File: config.mk
export PLATFORM = sky130hd
export DESIGN_NAME = sysbus_arbiter
export DESIGN_NICKNAME = d
export VERILOG_FILES = /design/src/rtl/sysbus_arbiter.sv
export SDC_FILE = /design/constraint.sdc
export NUM_CORES = 1
export LEC_CHECK = 0
export ABC_AREA = 1
export BUFFER_PORTS_ARGS = -buffer_cell sky130_fd_sc_hd__buf_4
export CORE_AREA = 3 3 191 193
export CTS_BUF_LIST = sky130_fd_sc_hd__clkbuf_2
export DETAILED_ROUTE_END_ITERATION = 16
export DIE_AREA = 0 0 194 196
export PLACE_DENSITY_LB_ADDON = 0.15
export SETUP_SLACK_MARGIN = 0.15
export SKIP_LAST_GASP = 1
export SLEW_MARGIN = 25
export SYNTH_ARGS = -nofsm -noshare
export SYNTH_HDL_FRONTEND = slang
export SYNTH_SLANG_ARGS = --single-unit
export TNS_END_PERCENT = 20
File: constraint.sdc
create_clock -name clk -period 1.3 [get_ports clk]
set_input_delay 0.13 -clock clk [delete_from_list [all_inputs] [get_ports clk]]
set_output_delay 0.13 -clock clk [all_outputs]
set_load 0.005 [all_outputs]
File: src/rtl/sysbus_arbiter.sv
// Two-requester Sysbus master arbiter: grants one cache-line transaction at a time,
// drives the request/tag handshake, streams write beats and steers read beats to the owner.
module sysbus_arbiter #(
  parameter int BEATS     = 8,
  parameter int TAG_W     = 13,
  parameter bit DATA_PRIO = 1'b0
) (
  input  logic             clk,
  input  logic             reset_n,
  input  logic [1:0]       req_valid,
  input  logic [127:0]     req_addr,
  input  logic [1:0]       req_write,
  output logic [1:0]       req_ready,
  input  logic [127:0]     wdata,
  output logic [1:0]       wdata_ready,
  output logic [1:0]       resp_valid,
  output logic [63:0]      resp_data,
  output logic             err_unexpected,
  output logic             bus_reqcyc,
  output logic [63:0]      bus_req,
  output logic [TAG_W-1:0] bus_reqtag,
  input  logic             bus_reqack,
  input  logic             bus_respcyc,
  input  logic [63:0]      bus_resp,
  input  logic [TAG_W-1:0] bus_resptag,
  output logic             bus_respack,
  output logic [2:0]       dbg_state
);
  // Handshake: a requester holds req_valid until it sees the one-cycle req_ready pulse;
  // Sysbus address/tag stay stable while bus_reqcyc=1 until the cycle bus_reqack=1.
  localparam int CW = $clog2(BEATS);

  typedef enum logic [2:0] {S_IDLE, S_ADDR, S_WDATA, S_RWAIT, S_RDATA} state_t;

  state_t        state_q, state_d;
  logic          owner_q;
  logic          write_q;
  logic [63:0]   addr_q;
  logic [CW-1:0] cnt_q;
  logic          rr_ptr_q;
  logic [1:0]    req_ready_q;
  logic [1:0]    resp_valid_q;
  logic [63:0]   resp_data_q;
  logic          err_q;

  logic             win;
  logic             last_beat;
  logic             tag_ok;
  logic [1:0]       owner_onehot;
  logic [TAG_W-1:0] tag;

  // Round-robin tie goes to the requester that was not granted last.
  always_comb begin
    win = req_valid[1];
    if (req_valid == 2'b11) win = DATA_PRIO ? 1'b1 : ~rr_ptr_q;
  end

  assign last_beat    = (cnt_q == CW'(BEATS - 1));
  assign owner_onehot = owner_q ? 2'b10 : 2'b01;
  assign tag          = TAG_W'({write_q, 4'h1, 7'd0, owner_q});
  assign tag_ok       = (bus_resptag == TAG_W'({1'b0, 4'h1, 7'd0, owner_q}));

  always_comb begin
    state_d = state_q;
    case (state_q)
      S_IDLE:  if (|req_valid) state_d = S_ADDR;
      S_ADDR:  if (bus_reqack) state_d = write_q ? S_WDATA : S_RWAIT;
      S_WDATA: if (last_beat) state_d = S_IDLE;
      S_RWAIT: if (bus_respcyc && tag_ok) state_d = S_RDATA;
      S_RDATA: if (!bus_respcyc || last_beat) state_d = S_IDLE;
      default: state_d = S_IDLE;
    endcase
  end

  always_comb begin
    bus_respack = bus_respcyc;
    bus_reqcyc  = 1'b0;
    bus_req     = '0;
    bus_reqtag  = '0;
    wdata_ready = '0;
    if (state_q == S_ADDR) begin
      bus_reqcyc = 1'b1;
      bus_req    = addr_q & ~64'd63;
      bus_reqtag = tag;
    end else if (state_q == S_WDATA) begin
      bus_req     = owner_q ? wdata[127:64] : wdata[63:0];
      wdata_ready = owner_onehot;
    end
  end

  always_ff @(posedge clk or negedge reset_n) begin
    if (!reset_n) begin
      state_q      <= S_IDLE;
      owner_q      <= 1'b0;
      write_q      <= 1'b0;
      addr_q       <= '0;
      cnt_q        <= '0;
      rr_ptr_q     <= 1'b0;
      req_ready_q  <= '0;
      resp_valid_q <= '0;
      resp_data_q  <= '0;
      err_q        <= 1'b0;
    end else begin
      state_q      <= state_d;
      req_ready_q  <= '0;
      resp_valid_q <= '0;
      case (state_q)
        S_IDLE: begin
          if (|req_valid) begin
            owner_q     <= win;
            write_q     <= req_write[win];
            addr_q      <= win ? req_addr[127:64] : req_addr[63:0];
            req_ready_q <= win ? 2'b10 : 2'b01;
          end
          if (bus_respcyc) err_q <= 1'b1;
        end
        S_ADDR: begin
          if (bus_reqack) rr_ptr_q <= owner_q;
          if (bus_respcyc) err_q <= 1'b1;
        end
        S_WDATA: begin
          cnt_q <= last_beat ? '0 : cnt_q + 1'b1;
          if (bus_respcyc) err_q <= 1'b1;
        end
        S_RWAIT: begin
          if (bus_respcyc) begin
            if (tag_ok) begin
              resp_valid_q <= owner_onehot;
              resp_data_q  <= bus_resp;
              cnt_q        <= cnt_q + 1'b1;
            end else begin
              err_q <= 1'b1;
            end
          end
        end
        S_RDATA: begin
          if (bus_respcyc) begin
            resp_valid_q <= owner_onehot;
            resp_data_q  <= bus_resp;
            cnt_q        <= last_beat ? '0 : cnt_q + 1'b1;
          end else begin
            err_q <= 1'b1;
            cnt_q <= '0;
          end
        end
        default: cnt_q <= '0;
      endcase
    end
  end

  assign req_ready      = req_ready_q;
  assign resp_valid     = resp_valid_q;
  assign resp_data      = resp_data_q;
  assign err_unexpected = err_q;
  assign dbg_state      = state_q;

endmodule

## Word-level counts from Yosys, hierarchy flattened

Cells that the tools add are included.
W data, S select, Z words.

| word-level totals | value |
|---|---|
| word-level logic and storage cells | 87 |
| input port bits | 341 |
| output and inout port bits | 153 |
| register bits after elaboration | 142 |

| operators by class | value |
|---|---|
| bitwise gates (word level) | 2 |
| reduce and logical (&&, ||, !) cells | 15 |
| equality and inequality tests | 18 |
| multiplexer cells | 40 |
| $add $sub $neg | 1 |
| order comparisons | 1 |

Operators with widths:

| kind | count |
|---|---|
| $mux W64 | 7 |
| $pmux W64 S2 | 1 |
| $mux W3 | 9 |
| $ne A2 B2 Y1 const B | 10 |
| $mux W2 | 9 |
| $pmux W3 S5 | 1 |
| $eq A13 B9 Y1 | 1 |
| $mux W13 | 1 |
| $pmux W3 S4 | 1 |
| $reduce_and A5 Y1 | 2 |
| $mux W1 | 9 |
| $eq A3 B2 Y1 const B | 2 |
| $eq A3 B3 Y1 const B | 2 |
| $pmux W2 S2 | 1 |
| $reduce_and A2 Y1 | 2 |
| $reduce_and A4 Y1 | 1 |
| $reduce_or A2 Y1 | 2 |
| $add A3 B1 Y3 const B | 1 |
| $eq A3 B1 Y1 const B | 1 |
| $logic_not A3 Y1 | 1 |
| $pmux W1 S3 | 1 |
| $reduce_and A3 Y1 | 1 |
| $reduce_bool A3 Y1 | 1 |
| $reduce_or A3 Y1 | 1 |
| other kinds (8) | 9 |

## Logic depth before layout (Yosys ltp)

| logic depth | value |
|---|---|
| depth in word-level cells | 5 |
| depth in mapped cells | 10 |
| gate-level depth less buffers | 9 |

## Least setup slack after synthesis

OpenSTA, ideal clock, no wires.

| timing | value |
|---|---|
| kind | reg2reg |
| from | register state_q[2] (netlist: dbg_state[2]) |
| to | register resp_data_q[0] (netlist: resp_data[0]) |
| arrival time | 1.324 ns |
| buffers on the path | 2 |
| required time | 1.183 ns |
| path slack | -0.141 ns |
| clock period less this slack | 1.441 ns |
| setup time | 0.117 ns |
| stages on the path, launching flop included | 9 |
| path through | dfrtp_1 -> inv_2 -> nand2_1 -> nor2_2 -> nand4_1 -> buf_2 -> buf_2 -> nand3_1 -> nand2_1 |

| on the way | value |
|---|---|
| cells in the longest elaborated chain, start to end | 3 |
| elaborated cells on any way between the ends | 8 |
| those cells by class | eq/ne (5); mux (1); reduce/logical (2) |

Ends and longest elaborated chain:

| element | RTL line | source |
|---|---|---|
| start: declaration | 35 | `state_t state_q, state_d;` |
| start signal: assignment | 104 | `state_q <= state_d;` |
| $eq A3 B3 Y1 / $eq A3 B2 Y1 (equally long branches) | 107 | `case (state_q)` |
| $ne A2 B2 Y1 (no line) / $reduce_bool A2 Y1 (equally long branches) | n/a |  |
| $reduce_and A4 Y1 (no line) | n/a |  |
| end signal: assignment | 129 | `resp_data_q <= bus_resp;` |
| end signal: assignment | 139 | `resp_data_q <= bus_resp;` |
| end: declaration | 43 | `logic [63:0] resp_data_q;` |

Parallel ways exist; a longest one is shown, timed or not.
A chain may end at the register's enable or synchronous reset.

## Worst setup path after layout

| timing | value |
|---|---|
| from | register state_q[2] (netlist: dbg_state[2]) |
| to | output bus_req[5] |

| on the way | value |
|---|---|
| cells in the longest elaborated chain, start to end | 3 |
| elaborated cells on any way between the ends | 4 |
| those cells by class | eq/ne (2); mux (2) |

Ends and longest elaborated chain:

| element | RTL line | source |
|---|---|---|
| $eq A3 B2 Y1 | 85 | `end else if (state_q == S_WDATA) begin` |
| $mux W64 | 85 |  |
| $mux W64 (*) | 81 | `if (state_q == S_ADDR) begin` |
| end: declaration | 20 | `output logic [63:0] bus_req,` |

Mark *: on every way between the ends. The rest lies on a longest branch, timed or not.

==> metrics <==
status=finished, violations left; failing checks=negative setup slack; row cnt=68; Critical R2R Launch=dbg_state[2]; setup TNS=-117.50 ns; Post-DP HPWL=around 27 mm; core area=about 35000 sq um; Hold Crit Start=bus_resp[47]; # clock sinks=136; root cell of the clock tree=clkbuf_2; Fin. Hold Viols=0; Clk Latency, worst-skew pair=approximately 0.73 ns; # DRC=0; first-pass GRT wire length=roughly 56 mm; Die W=194 um; post-synth top area cell=dfrtp_1; Cell variety after synth=27; CTS tree=built; fin crit share=178%; Startpoint Class=register; DRT Wirelength=37.0 mm; via count=9120; syn avg cell area=7.70 sq um; most common cell in the netlist=nand2_1; DR iter-0 viols=approximately 270; antenna violations before repair=5; power per cell area=around 1300 nW/um^2; Post-synth top cells=nand2_1, dfrtp_1, nand3_1, a22oi_1, nor2_1; Die H=roughly 200 um; Max H-tree Level=4; PortBufs=471; Clock Skew=0.0455 ns; Fill cells=around 3600; post-synthesis sequential area ratio=a little under half; average vias per placed instance=roughly 4.3; Final Critical Period=2.32 ns; GRT overflow=0; fin nets=2003; TritonRoute pass-1 iters=4; Leak=between 7 and 8 nW; ranking of synthesized cells by area=dfrtp_1, nand2_1, nand3_1; GP Congestion=~0.86; share of post-route cells with drive strength above 1=between 30% and 40%; f_max=roughly 430 MHz; RSZ-0062 raised after global routing=yes; Worst VDD drop=approximately 0.74 mV; maximum number of pins on one net before global-route repair=53; number of global-route vias before repair=roughly 9900; CTS buffer count=17; endpoints failing setup=roughly 280; Yosys warnings=0; number of synthesized flops with an enable pin=0; Clock transition at path regs=between 0.2 and 0.3 ns; CTS max path bufs=2; worst min path class=in -> reg; CP arrival=~2.2 ns; global-route usage over all layers=18.8%; I/O Pins=approximately 490; startpoint of the worst setup timing path=dbg_state[2]; critical path class=reg -> out; post-synthesis register bit count=136; Yosys top cell area share=47.9%; asr flop ratio synth=between 90% and 100%; Max Cap Viol=0; Syn Inst Count=a little over 900; Final Max Tran Viols=0; Final ANT Viol Nets=0; worst-path fanout max=17; setup slack, reg-to-reg=-0.43 ns; fin cells=2133; Placed Cells=between 1500 and 2000; final worst slack=-1.02 ns; Worst EP required=1.17 ns; die area=38000 sq um; Starting Density=between 20% and 30%; ys flop type=dfrtp_1; Syn-to-layout area delta=104%; WL/cell=17.3 um; area of the mapped netlist=between 7000 and 8000 sq um; CP Capture Type=primary output
[power breakdown]
part           internal [W]  total, W  switching [W]
logic               0.00571    0.0110        0.00534
clock network      0.000694   0.00256        0.00187
registers           0.00526   0.00582       0.000552
total                0.0117    0.0194        0.00776
[final cells by class]
cell class	instances	area (sq um)	share of cell area, %
clock inverters	15	126	0.871
well taps	455	569	3.93
inverters	19	93.8	0.647
flip-flops and latches	136	3400	23.5
diodes	5	12.5	0.0863
clock buffers	17	85.1	0.587
multi-input cells	704	3430	23.7
repair buffers	782	6780	46.7
[cells by family (layout without fill, tap and decap cells)]
logic type | count (synthesis) | after routing | share of synthesized area (%)
adder cells (fa/ha/maj) | 2 | 2 | 0.352
flip-flops | 136 | 136 | 47.9
other | 1 | 15 | 0.0528
AO/OA/AOI/OAI | 143 | 143 | 12.6
AND/OR/NAND/NOR | 549 | 549 | 31.2
buffers and inverters | 92 | 833 | 7.91
[worst max-delay path, stage by stage, from the launching register on]
cell and delay [ns]:
dfrtp_1 0.46, inv_2 0.09, nand3_4 0.09, nor2_4 0.11, buf_12 0.19, buf_4 0.18
a22o_1 0.20, buf_4 0.13
[state kept, by name, summed over array words and instances (netlist names)]
register and flops:
resp_data 64, addr_q 58, cnt_q 3, dbg_state 3, req_ready 2, resp_valid 2, err_unexpected 1, owner_q 1
rr_ptr_q 1, write_q 1
[cell usage in the layout, fill, tap and decap left out, types with 5 or more instances in the layout]
cell type	instances
buf_6	8
inv_1	11
buf_12	20
conb_1	10
nand2_2	8
o21ai_1	24
buf_4	533
nand3_1	97
a22oi_1	20
diode_2	5
o21ai_0	50
nand2_1	381
nor2_1	49
inv_2	5
a22o_1	6
a22oi_2	38
clkbuf_2	17
dfrtp_1	136
dlygate4sd3_1	217
[layer usage]
metal  wire, um  global-route usage, %  up-vias
li1           -                      -     4495
met5          0                      0        -
met3       2420                   4.52       28
met4        637                   4.76        0
met2      19000                   33.6      343
met1      15000                   22.7     4254
[timing repair]
action                                  in CTS  in global routing
setup buffers                                9                  2
resized for setup                           50                 17
pin swaps                                   12                  4
hold buffers                               217                  0
endpoints found under the setup margin     278                279
hold endpoints to repair                   270                  0
cloned                                       4                  0
[worst paths after layout]
kind	to	depth (start not counted)
setup / recovery	bus_req[5]	7
hold / removal	resp_data[47]	4
setup reg to reg	resp_data[28]	10
hold reg to reg	err_unexpected	2
max in group asynchronous	addr_q[44]	4
min in group asynchronous	addr_q[13]	3
[through the flow]
| stage | hold WS [ns] | cell area [sq um] | utilization [%] | power, W | worst slack, ns |
|---|---|---|---|---|---|
| finish | 0.131 | 14500 | 41.8 | 0.0194 | -1.02 |
| global route | 0.0161 | 14500 | 41.8 | 0.0210 | -1.26 |
| CTS | 0.0000711 | 14400 | 41.5 | 0.0197 | -1.14 |
| detailed placement | 0.0885 | 11600 | 33.5 | 0.0154 | -0.400 |
| global placement | 0.0861 | 11600 | 33.5 | 0.0153 | -0.402 |
| floorplan | -0.166 | 7190 | - | 0.0101 | -0.104 |
Power figures use the tool's default switching activity.
